**config.mk**
```make
export PLATFORM = sky130hd
export DESIGN_NAME = gpio_pad_bank
export DESIGN_NICKNAME = d
export VERILOG_FILES = /design/src/rtl/gpio_pad_bank.sv
export SDC_FILE = /design/constraint.sdc
export NUM_CORES = 1
export LEC_CHECK = 0
export CAP_MARGIN = 15
export CELL_PAD_IN_SITES_DETAIL_PLACEMENT = 0
export CELL_PAD_IN_SITES_GLOBAL_PLACEMENT = 1
export CORE_ASPECT_RATIO = 1.4
export CORE_UTILIZATION = 55
export DETAILED_ROUTE_END_ITERATION = 6
export DONT_BUFFER_PORTS = 1
export PLACE_DENSITY_LB_ADDON = 0.1
export SYNTH_ARGS = -nofsm -noshare
export SYNTH_HDL_FRONTEND = slang
export SYNTH_SLANG_ARGS = --single-unit
```
**constraint.sdc**
```tcl
create_clock -name clk -period 4.6 [get_ports clk]
set_input_delay 0.69 -clock clk [delete_from_list [all_inputs] [get_ports clk]]
set_output_delay 0.69 -clock clk [all_outputs]
set_load 0.005 [all_outputs]
```
**src/rtl/gpio_pad_bank.sv**
```systemverilog
// gpio_pad_bank: register-mapped controller for one bank of N bidirectional pad cells.
// Define GPIO_DEBOUNCE_EN to add the prescaled per-channel input debouncer and DB_DIV register.
module gpio_pad_bank #(
  parameter int N        = 16,
  parameter int DB_CNT   = 4,
  parameter int DB_DIV_W = 16
) (
  input  logic          clk,
  input  logic          rst_n,
  input  logic          cfg_we,
  input  logic          cfg_re,
  input  logic [3:0]    cfg_addr,
  input  logic [31:0]   cfg_wdata,
  output logic [31:0]   cfg_rdata,
  output logic          irq,
  output logic [N-1:0]  pad_a,
  output logic [N-1:0]  pad_nen,
  output logic [N-1:0]  pad_pen,
  output logic [N-1:0]  pad_pu,
  output logic [N-1:0]  pad_pd,
  output logic [N-1:0]  pad_sonof,
  output logic [N-1:0]  pad_conof,
  input  logic [N-1:0]  pad_d
);

  localparam logic [3:0] A_DOUT     = 4'h0;
  localparam logic [3:0] A_OE       = 4'h1;
  localparam logic [3:0] A_PULL_EN  = 4'h2;
  localparam logic [3:0] A_PULL_SEL = 4'h3;
  localparam logic [3:0] A_SCHMITT  = 4'h4;
  localparam logic [3:0] A_DIN      = 4'h5;
  localparam logic [3:0] A_IE_RISE  = 4'h6;
  localparam logic [3:0] A_IE_FALL  = 4'h7;
  localparam logic [3:0] A_IRQ_STAT = 4'h8;
  localparam logic [3:0] A_DB_DIV   = 4'h9;
  localparam logic [3:0] A_CONOF    = 4'hA;

  logic [N-1:0] dout_q, oe_q, pull_en_q, pull_sel_q, schmitt_q;
  logic [N-1:0] ie_rise_q, ie_fall_q, irq_stat_q, conof_q;
  logic [N-1:0] dout_d, oe_d, pull_en_d, pull_sel_d, schmitt_d;
  logic [N-1:0] ie_rise_d, ie_fall_d, irq_stat_d, conof_d;
  logic [N-1:0] wdata_n, w1c, irq_set;
  logic [N-1:0] sync1_q, sync2_q, din_q, din_prev_q;
  logic [31:0]  rd_mux;
  logic         unused_bits;

  assign wdata_n     = cfg_wdata[N-1:0];
  assign unused_bits = ^{cfg_wdata, 1'(DB_CNT), 1'(DB_DIV_W)};

  always_comb begin
    dout_d     = dout_q;
    oe_d       = oe_q;
    pull_en_d  = pull_en_q;
    pull_sel_d = pull_sel_q;
    schmitt_d  = schmitt_q;
    ie_rise_d  = ie_rise_q;
    ie_fall_d  = ie_fall_q;
    conof_d    = conof_q;
    if (cfg_we) begin
      case (cfg_addr)
        A_DOUT:     dout_d     = wdata_n;
        A_OE:       oe_d       = wdata_n;
        A_PULL_EN:  pull_en_d  = wdata_n;
        A_PULL_SEL: pull_sel_d = wdata_n;
        A_SCHMITT:  schmitt_d  = wdata_n;
        A_IE_RISE:  ie_rise_d  = wdata_n;
        A_IE_FALL:  ie_fall_d  = wdata_n;
        A_CONOF:    conof_d    = wdata_n;
        default:    begin end
      endcase
    end
  end

  // A new edge in the same cycle as a W1C keeps the bit set.
  assign w1c        = (cfg_we && cfg_addr == A_IRQ_STAT) ? wdata_n : '0;
  assign irq_set    = (din_q & ~din_prev_q & ie_rise_q) | (~din_q & din_prev_q & ie_fall_q);
  assign irq_stat_d = (irq_stat_q & ~w1c) | irq_set;

`ifdef GPIO_DEBOUNCE_EN
  localparam logic [7:0] CNT_MAX = 8'(DB_CNT);

  logic [DB_DIV_W-1:0] db_div_q, presc_q;
  logic [7:0]          db_cnt_q [N];
  logic                tick;

  assign tick = (presc_q == db_div_q);

  always_ff @(posedge clk or negedge rst_n) begin
    if (!rst_n) begin
      db_div_q <= '0;
      presc_q  <= '0;
    end else if (cfg_we && cfg_addr == A_DB_DIV) begin
      db_div_q <= cfg_wdata[DB_DIV_W-1:0];
      presc_q  <= '0;
    end else if (tick) begin
      presc_q <= '0;
    end else begin
      presc_q <= presc_q + 1'b1;
    end
  end

  // The first tick after a change may be partial, so DB_CNT whole tick periods
  // of stability are required: the update happens on the tick after the count reaches DB_CNT.
  always_ff @(posedge clk or negedge rst_n) begin
    if (!rst_n) begin
      din_q <= '0;
      for (int i = 0; i < N; i++) db_cnt_q[i] <= '0;
    end else begin
      for (int i = 0; i < N; i++) begin
        if (sync2_q[i] == din_q[i]) begin
          db_cnt_q[i] <= '0;
        end else if (tick) begin
          if (db_cnt_q[i] == CNT_MAX) begin
            din_q[i]    <= sync2_q[i];
            db_cnt_q[i] <= '0;
          end else begin
            db_cnt_q[i] <= db_cnt_q[i] + 8'd1;
          end
        end
      end
    end
  end
`else
  assign din_q = sync2_q;
`endif

  always_comb begin
    rd_mux = '0;
    case (cfg_addr)
      A_DOUT:     rd_mux[N-1:0] = dout_q;
      A_OE:       rd_mux[N-1:0] = oe_q;
      A_PULL_EN:  rd_mux[N-1:0] = pull_en_q;
      A_PULL_SEL: rd_mux[N-1:0] = pull_sel_q;
      A_SCHMITT:  rd_mux[N-1:0] = schmitt_q;
      A_DIN:      rd_mux[N-1:0] = din_q;
      A_IE_RISE:  rd_mux[N-1:0] = ie_rise_q;
      A_IE_FALL:  rd_mux[N-1:0] = ie_fall_q;
      A_IRQ_STAT: rd_mux[N-1:0] = irq_stat_q;
`ifdef GPIO_DEBOUNCE_EN
      A_DB_DIV:   rd_mux[DB_DIV_W-1:0] = db_div_q;
`endif
      A_CONOF:    rd_mux[N-1:0] = conof_q;
      default:    rd_mux = '0;
    endcase
  end

  // Pad pins get their own flops loaded from next-state values, so a write shows
  // on the pins at the sampling edge and the decoded pulls never glitch.
  always_ff @(posedge clk or negedge rst_n) begin
    if (!rst_n) begin
      dout_q     <= '0;
      oe_q       <= '0;
      pull_en_q  <= '0;
      pull_sel_q <= '0;
      schmitt_q  <= '0;
      ie_rise_q  <= '0;
      ie_fall_q  <= '0;
      irq_stat_q <= '0;
      conof_q    <= '0;
      sync1_q    <= '0;
      sync2_q    <= '0;
      din_prev_q <= '0;
      pad_a      <= '0;
      pad_nen    <= '1;
      pad_pen    <= '0;
      pad_pu     <= '0;
      pad_pd     <= '0;
      pad_sonof  <= '0;
      pad_conof  <= '0;
      irq        <= 1'b0;
      cfg_rdata  <= '0;
    end else begin
      dout_q     <= dout_d;
      oe_q       <= oe_d;
      pull_en_q  <= pull_en_d;
      pull_sel_q <= pull_sel_d;
      schmitt_q  <= schmitt_d;
      ie_rise_q  <= ie_rise_d;
      ie_fall_q  <= ie_fall_d;
      irq_stat_q <= irq_stat_d;
      conof_q    <= conof_d;
      sync1_q    <= pad_d;
      sync2_q    <= sync1_q;
      din_prev_q <= din_q;
      pad_a      <= dout_d;
      pad_nen    <= ~oe_d;
      pad_pen    <= pull_en_d;
      pad_pu     <= pull_en_d & pull_sel_d;
      pad_pd     <= pull_en_d & ~pull_sel_d;
      pad_sonof  <= schmitt_d;
      pad_conof  <= conof_d;
      irq        <= |irq_stat_d;
      if (cfg_re) cfg_rdata <= rd_mux;
    end
  end

endmodule

```
======== Word level (Yosys, flattened, before mapping) ========
Index checks and enable logic that the tools add are counted.
storage, ports and cells
  bits in registers ....................... 257
  bits of input ports ..................... 56
  output and inout bits ................... 145
  logic and storage cells ................. 56
operators by class
  equality and inequality tests ........... 9
  mux-type cells .......................... 8
  bitwise operators ....................... 14
  reductions and logical operators ........ 8
operator list
  cell                                                  number
  one-hot mux 16 bit (10 select lines)                  1
  AND 16 bit                                            7
  2-to-1 mux 16 bit                                     7
  inverter 16 bit                                       5
  bitwise OR 16 bit                                     2
  equality test 4 x 3 -> 1 bit (second input constant)  4
  OR reduction 16 bit                                   1
  AND reduction 2 bit                                   5
  equality test 4 x 2 -> 1 bit (second input constant)  2
  equality test 4 bit (second input constant)           2
  equality test 4 x 1 -> 1 bit (second input constant)  1
  zero test 4 bit                                       1
  logical AND 1 bit                                     1

======== Logic depth before layout (Yosys ltp) ========
Gate-level depths: netlist of the first run.
  word-level depth ........................ 7
  gate-level depth with buffers ........... 8
  mapped depth without buffers ............ 5

======== Worst setup path after synthesis of the first run ========
OpenSTA, ideal clock, no wires.
  path kind ............................... in2reg
  start point ............................. input port cfg_addr[1]
  end point ............................... register irq
  setup time .............................. 134 ps
  arrival time ............................ 2,115 ps
  required time ........................... 4,466 ps
  slack ................................... 2,350 ps
  stages .................................. 6
  buffers on the path ..................... 1
  cell sequence ........................... buf_4 -> nor4b_4 -> nand2_1 -> a21o_1 -> or4_1 -> nand4b_1
between the ends
  cells in the longest elaborated chain, start to end .. 7
RTL lines
  element               line  RTL
  from (decl)           12    input logic [3:0] cfg_addr,
  equality test 4 bit   75    assign w1c = (cfg_we && cfg_addr == A_IRQ_STAT) ? wdata_n : '0;
  logical AND 1 bit     75
  2-to-1 mux 16 bit     75
  inverter 16 bit       77    assign irq_stat_d = (irq_stat_q & ~w1c) | irq_set;
  AND 16 bit            77
  bitwise OR 16 bit     77
  via irq_stat_d[13]    41    logic [N-1:0] ie_rise_d, ie_fall_d, irq_stat_d, conof_d;
  OR reduction 16 bit   192   irq <= |irq_stat_d;
  to (signal assigned)  192
  to (decl)             15    output logic irq,
The timed path passes the listed nets, and every way through them passes these cells.
A chain may end at the register's enable or synchronous reset.

======== Worst setup path in the final report of the first run ========
  start point ............................. input port cfg_addr[0]
  end point ............................... register conof_q[10]
between the ends
  cells in the longest elaborated chain, start to end .. 2
RTL lines
  element                        line  RTL
  equality test 4 bit            60    case (cfg_addr)
  AND reduction 2 bit (no line)  -
  to (signal assigned)           181   conof_q <= conof_d;
  to (decl)                      39    logic [N-1:0] ie_rise_q, ie_fall_q, irq_stat_q, conof_q;
No other way between the ends.

==> results of run 1 <==
==> synth_stat cells, drive strengths merged <==
library cell / count
dfrtp: 241
mux2: 111
inv: 61
a22oi: 48
buf: 36
clkbuf: 28
nand2: 27
o21ai: 21
mux2i: 17
nor2: 17
a221oi: 16
a22o: 16
a41o: 16
dfstp: 16
nand3b: 16
a21o: 15
and2: 15
o221ai: 13
nor4b: 4
nand3: 3
nor4: 3
nor4bb: 3
or4: 3
a211o: 1
a21oi: 1
and4b: 1
and4bb: 1
conb: 1
nand4b: 1
nor2b: 1
nor3: 1
or2: 1
==> kinds of logic after synthesis <==
group	count (synthesis)
DFF	257
buffers and inverters	125
muxes	128
and+or+nand+nor	97
other	1
AOI/OAI and AO/OA	147
==> through the flow <==
stage	setup WS, ns	power [W]	hold WS (ns)
finish	2.319	0.005646	-0.1279
floorplan	2.350	0.003372	0.3312
global placement	1.824	0.003494	0.3350
CTS	2.330	0.005690	-0.1447
detailed placement	1.805	0.003541	0.3347
global route	2.232	0.005884	-0.1485
==> registers in the layout (all words and copies together), names as in the netlist <==
signal      cells
conof_q        16
pad_nen        16
pull_sel_q     16
oe_q           16
pull_en_q      16
sync1_q        16
cfg_rdata      16
pad_pu         16
pad_pd         16
schmitt_q      16
din_prev_q     16
ie_fall_q      16
din_q          16
irq             1
ie_rise_q      16
dout_q         16
irq_stat_q     16
==> layout make-up <==
cell class,instances,area (um2),share of cell area (%)
Sequential cell,257,6451,57.35
Clock buffer,31,688.2,6.118
Tap cell,240,300.3,2.670
Inverter,61,229.0,2.036
Clock inverter,14,191.4,1.702
Multi-Input combinational cell,388,3313,29.45
Timing Repair Buffer,10,75.07,0.6674
==> worst paths after layout <==
path / endpoint / slack (ns) / cells after the start
min in group clk: sync1_q[0] / 0.20 / 0
max in group asynchronous: pad_nen[3] / 4.25 / 0
worst min register to register: din_q[12] / 0.35 / 0
worst max-delay path: conof_q[10] / 2.32 / 4
worst min-delay path: pad_pd[9] / -0.13 / 0
worst max register to register: irq / 2.56 / 5
==> layout by cell type (no fill, tap or decap), types with 4 or more instances in the layout <==
cell type / instances
dfrtp_1: 241
mux2_2: 105
inv_1: 59
a22oi_1: 48
clkbuf_16: 25
nand2_1: 24
o21ai_0: 21
mux2i_1: 17
nor2_1: 17
nand3b_1: 16
a22o_1: 16
a221oi_1: 16
a41o_1: 16
conb_1: 16
dfstp_2: 16
a21o_1: 15
and2_1: 15
o221ai_1: 13
buf_4: 10
mux2_1: 6
nor4b_4: 4
bufinv_16: 4
clkbuf_8: 4
clkinvlp_4: 4
==> routing by layer <==
layer  vias to the layer above  wire (um)  part of all wire [%]  track usage [%]
met5                         -          0                     0                0
met4                         0        595                   2.4            8.087
met3                        46       1760                   7.0            5.272
met2                       245      12700                    50            45.48
met1                      3242      10200                    40            34.97
li1                       2639          -                     -                -
==> worst max-delay path: stages <==
cell and delay (ns):
nor4bb_4 0.25, buf_4 0.37, nand2_1 0.79, mux2_2 0.56
==> power breakdown <==
group | internal, W | switching [W] | total [W]
combinational | 0.000272 | 0.000222 | 0.000494
clock | 0.00129 | 0.000856 | 0.00215
sequential | 0.00268 | 0.000323 | 0.00300
==> flow_metrics.env, run 1 <==
export IMPL_die_area_mm2=0.01918
export IMPL_synth_compound_area_share_pct=11.19
export IMPL_dieHeight_um=163.4
export IMPL_dr_total_vias=6172
export IMPL_gp_congestion=0.8167
export IMPL_critPathKind="input port to flop"
export IMPL_design_area_mm2=0.01125
export IMPL_post_route_period_util_pct=49.58
export IMPL_cts_max_level=1
export IMPL_drtIter0Drc=462
export IMPL_finalSetupTns_ns=0
export IMPL_dr_pass1_iters=5
export IMPL_grt_max_degree=258
export IMPL_syn_area_mm2=0.01024
export IMPL_cts_setup_buffers=0
export IMPL_io_pins=201
export IMPL_antenna_found_initial=0
export IMPL_core_rowCount=58
export IMPL_synth_fa_ha_area_share_pct=0
export IMPL_drc=0
export IMPL_cts_made_buffers=25
export IMPL_violations="hold timing"
export IMPL_slew_violations=0
export IMPL_dieWidth_um=117.3
export IMPL_viasPerCell=6.166
export IMPL_synth_area_top_cells="dfrtp_1, mux2_2, dfstp_2"
export IMPL_fin_cells=1001
export IMPL_period_minus_slack_ns=2.281
export IMPL_globalRoute_totalOverflow=0
export IMPL_core_mm2=0.01807
export IMPL_rsz0062_at_grt="false"
export IMPL_hold_slack_ns=-0.1279
export IMPL_max_cap_violations=0
export IMPL_ir_worst_vdd_v=0.0002928
export IMPL_cts_resized_gates=0
export IMPL_cp_required_ns=4.99
export IMPL_startpoint="cfg_addr[0]"
export IMPL_muxShareOfSynthArea_pct=13.87
export IMPL_finalCoreUtilization_pct=62.25
export IMPL_reg2reg_from="irq_stat_q[2]"
export IMPL_dp_hpwl_um=15180
export IMPL_cts_buffer_depth=3
export IMPL_antenna_diode_count=0
export IMPL_leakagePower_nw=5.094
export IMPL_clkLatencyLatePin_ns=0.51
export IMPL_avgRoutedWirePerCell_um=25.23
export IMPL_yosys_area_share_simple_pct=6.268
export IMPL_synth_warnings=0
export IMPL_ys_ff_latch=257
export IMPL_fmax_mhz=438.4
export IMPL_hold_viol_final=241
export IMPL_relSlewSlack_pct=19.84
export IMPL_fin_nets=799
export IMPL_avgSynthCellArea_um2=13.56
export IMPL_synth_xor_area_share_pct=0
export IMPL_first_global_vias=6488
export IMPL_holdCritPathClass="input port to asynchronous set/reset pin"
export IMPL_track_usage_pct=26.81
export IMPL_ys_types=41
export IMPL_drtAntennaViolNets=0
export IMPL_syn_inst=755
export IMPL_worst_slew_pin_slew_ns=1.199
export IMPL_yosysSeqAreaShare_pct=63.00
export IMPL_io_buffer_count=0
export IMPL_yosysTopAreaCell="dfrtp_1"
export IMPL_place_inst=956
export IMPL_tritoncts="built"
export IMPL_crit_arrival_ns=2.67
export IMPL_finalWirelength_um=25260
export IMPL_cts_sinks=257
export IMPL_crit_fanout=17
export IMPL_cts_clk_slew_worst_paths_ns=0.06
export IMPL_initial_utilization_pct=56.67
export IMPL_synth_top_family_by_area="multiplexers"
export IMPL_grt_first_pass_wirelength_um=38660
export IMPL_drive_gt1_share_pct=24.84
export IMPL_fin_skew_ns=0.01153
export IMPL_root_buffer="clkbuf_16"
export IMPL_postPlaceCellArea_mm2=0.01037
export IMPL_status="finished, violations left"
export IMPL_setup_viol=0
export IMPL_yosysTopAreaCellShare_pct=58.90
export IMPL_start_kind="input port"
export IMPL_cp_end_kind="flop"
export IMPL_nFillCells=1415
export IMPL_area_growth_pct=9.849
export IMPL_powerDensity_mw_per_mm2=501.9
Power figures use the tool's default switching activity.
==> inputs of run 2 (changes only) <==
- CORE_UTILIZATION: 55 -> 51
- clock period: 4.6 -> 2.35 ns (I/O delays scaled with it)
==> run 2 against run 1 <==
The run still ends with hold timing left. Final cell count increased by 6.3%. Wire length increased by 7.7%. Clock skew increased by 0.0018 ns. Clock power increased by 90%. Sequential share of layout area decreased by 2.2 points.
==> flow_metrics.env, run 2 (synthesized netlist as in run 1, its figures left out) <==
export IMPL_status="finished, violations left"
export IMPL_violations="hold timing"
export IMPL_dieHeight_um=169.7
export IMPL_max_cap_violations=0
export IMPL_ff_latch_area_mm2=0.006451
export IMPL_cts_max_level=1
export IMPL_avgRoutedWirePerCell_um=25.57
export IMPL_fin_nets=849
export IMPL_core_rowCount=61
export IMPL_path_buf_inv=0
export IMPL_post_route_period_util_pct=86.56
export IMPL_holdCritPathClass="input port to asynchronous set/reset pin"
export IMPL_path_cells="nand3b_1, o221ai_1, or4_1, or4_1, nand4b_1"
export IMPL_fin_skew_ns=0.01328
export IMPL_cp_top_family="simple AND/OR/NAND/NOR gates"
export IMPL_finalWirelength_um=27200
export IMPL_hold_viol_final=247
export IMPL_track_usage_pct=27.14
export IMPL_worst_path_largest_cell_delay_ns=0.54
export IMPL_layout_commonest_cell="dfrtp_1"
export IMPL_slew_violations=0
export IMPL_crit_arrival_ns=2.43
export IMPL_dr_total_vias=6426
export IMPL_rsz0062_at_grt="false"
export IMPL_multi_input_area_mm2=0.003313
export IMPL_crit_fanout=4
export IMPL_core_mm2=0.01977
export IMPL_grt_first_pass_wirelength_um=41210
export IMPL_cp_end_kind="flop"
export IMPL_layout_common_cells="dfrtp_1, mux2_2, inv_1"
export IMPL_globalRoute_totalOverflow=0
export IMPL_antenna_diode_count=0
export IMPL_setup_viol=0
export IMPL_cts_setup_buffers=0
export IMPL_dr_pass1_iters=5
export IMPL_start_kind="flop"
export IMPL_cts_resized_gates=0
export IMPL_cpMostUsedCell="or4_1"
export IMPL_io_pins=201
export IMPL_die_area_mm2=0.02066
export IMPL_r2r_cells=5
export IMPL_cts_made_buffers=25
export IMPL_cts_clk_slew_worst_paths_ns=0.06
export IMPL_area_growth_pct=14.14
export IMPL_fmax_mhz=491.6
export IMPL_ir_worst_vdd_v=0.0006956
export IMPL_grt_max_degree=258
export IMPL_dieWidth_um=121.8
export IMPL_finalSetupTns_ns=0
export IMPL_tritoncts="built"
export IMPL_gp_congestion=0.7751
export IMPL_initial_utilization_pct=51.80
export IMPL_io_buffer_count=0
export IMPL_drtIter0Drc=407
export IMPL_drive_gt1_share_pct=25.25
export IMPL_root_buffer="clkbuf_16"
export IMPL_period_minus_slack_ns=2.034
export IMPL_drtAntennaViolNets=0
export IMPL_dp_hpwl_um=16620
export IMPL_relSlewSlack_pct=28.24
export IMPL_worst_slew_pin_slew_ns=1.073
export IMPL_cp_required_ns=2.74
export IMPL_viasPerCell=6.039
export IMPL_powerDensity_mw_per_mm2=943.5
export IMPL_drc=0
export IMPL_reg2reg_to="irq"
export IMPL_hold_buffers=33
export IMPL_critPathKind="flop to flop"
export IMPL_first_global_vias=6908
export IMPL_cts_sinks=257
export IMPL_r2r_slack_ns=0.32
export IMPL_nFillCells=1595
export IMPL_hold_slack_ns=-0.4826
export IMPL_cts_buffer_depth=3
export IMPL_leakagePower_nw=5.306
export IMPL_antenna_found_initial=0
export IMPL_clkLatencyLatePin_ns=0.53
export IMPL_slowest_stage="or4_1"
export IMPL_reg2reg_from="din_q[6]"
[run 2: changes by cell type in the layout (fill, tap and decap cells not counted)]
cell           previous run  this run
dlygate4sd3_1             0        33
buf_4                    10        27
clkbuf_1                  2         4
bufinv_16                 4         2
clkinvlp_4                4         2
clkbuf_8                  4         7
inv_6                     0         1
clkinv_2                  3         5
clkinv_4                  3         0
[run 2: worst max-delay path by stage]
stage                            from         to  slack [ns]  cells past startpoint
after detailed placement  cfg_addr[2]  pad_pu[5]        0.30                      4
after CTS                    din_q[6]        irq        0.30                      5
after global routing         din_q[6]        irq        0.20                      5
final                        din_q[6]        irq        0.32                      5
after floorplan           cfg_addr[1]        irq        0.44                      6
after global placement    cfg_addr[2]  pad_pu[6]        0.31                      4
[run 2: cell type report]
class / count / share of cell area (%)
sequential: 257 / 55.20
inverter: 61 / 1.959
tap: 252 / 2.698
timing repair buffer: 60 / 4.561
clock inverter: 10 / 0.9314
clock buffer: 36 / 6.306
multi-input combinational: 388 / 28.35
[run 2: metal layers]
metal | up-vias | share of wire, % | wire, um | global-route usage [%]
li1 | 2742 | - | - | -
met1 | 3405 | 40 | 10960 | 34.35
met2 | 234 | 51 | 13830 | 46.20
met3 | 45 | 6.1 | 1672 | 5.444
met4 | 0 | 2.7 | 743 | 8.964
met5 | - | 0 | 0 | 0
[run 2: through the flow]
stage               total power [W]  std cells  util, %  setup WS (ns)  instance area [um2]
finish                      0.01103       1064    59.12         0.3159                11690
global route                0.01151       1064    59.12         0.2016                11690
CTS                         0.01113       1064    59.12         0.2967                11690
detailed placement         0.006943        985    53.17         0.2956                10510
global placement           0.006857        985    53.17         0.3125                10510
floorplan                  0.006600        770        -         0.4378                10300
[run 2: worst register-to-register path, stage by stage (launching register included)]
cell and delay (ns):
dfrtp_1 0.43, nand3b_1 0.10, o221ai_1 0.17, or4_1 0.54, or4_1 0.48, nand4b_1 0.19
[run 2: report_power, final]
part	switching (W)	leakage (nW)	internal [W]
logic	0.000473	1.80	0.000576
registers	0.000634	3.09	0.00525
clock network	0.00169	0.416	0.00240
==> inputs of run 3 (changes only) <==
- TNS_END_PERCENT: default -> 100
==> results of run 3 <==
Final layout, timing and power as in run 2 (identical DEF).
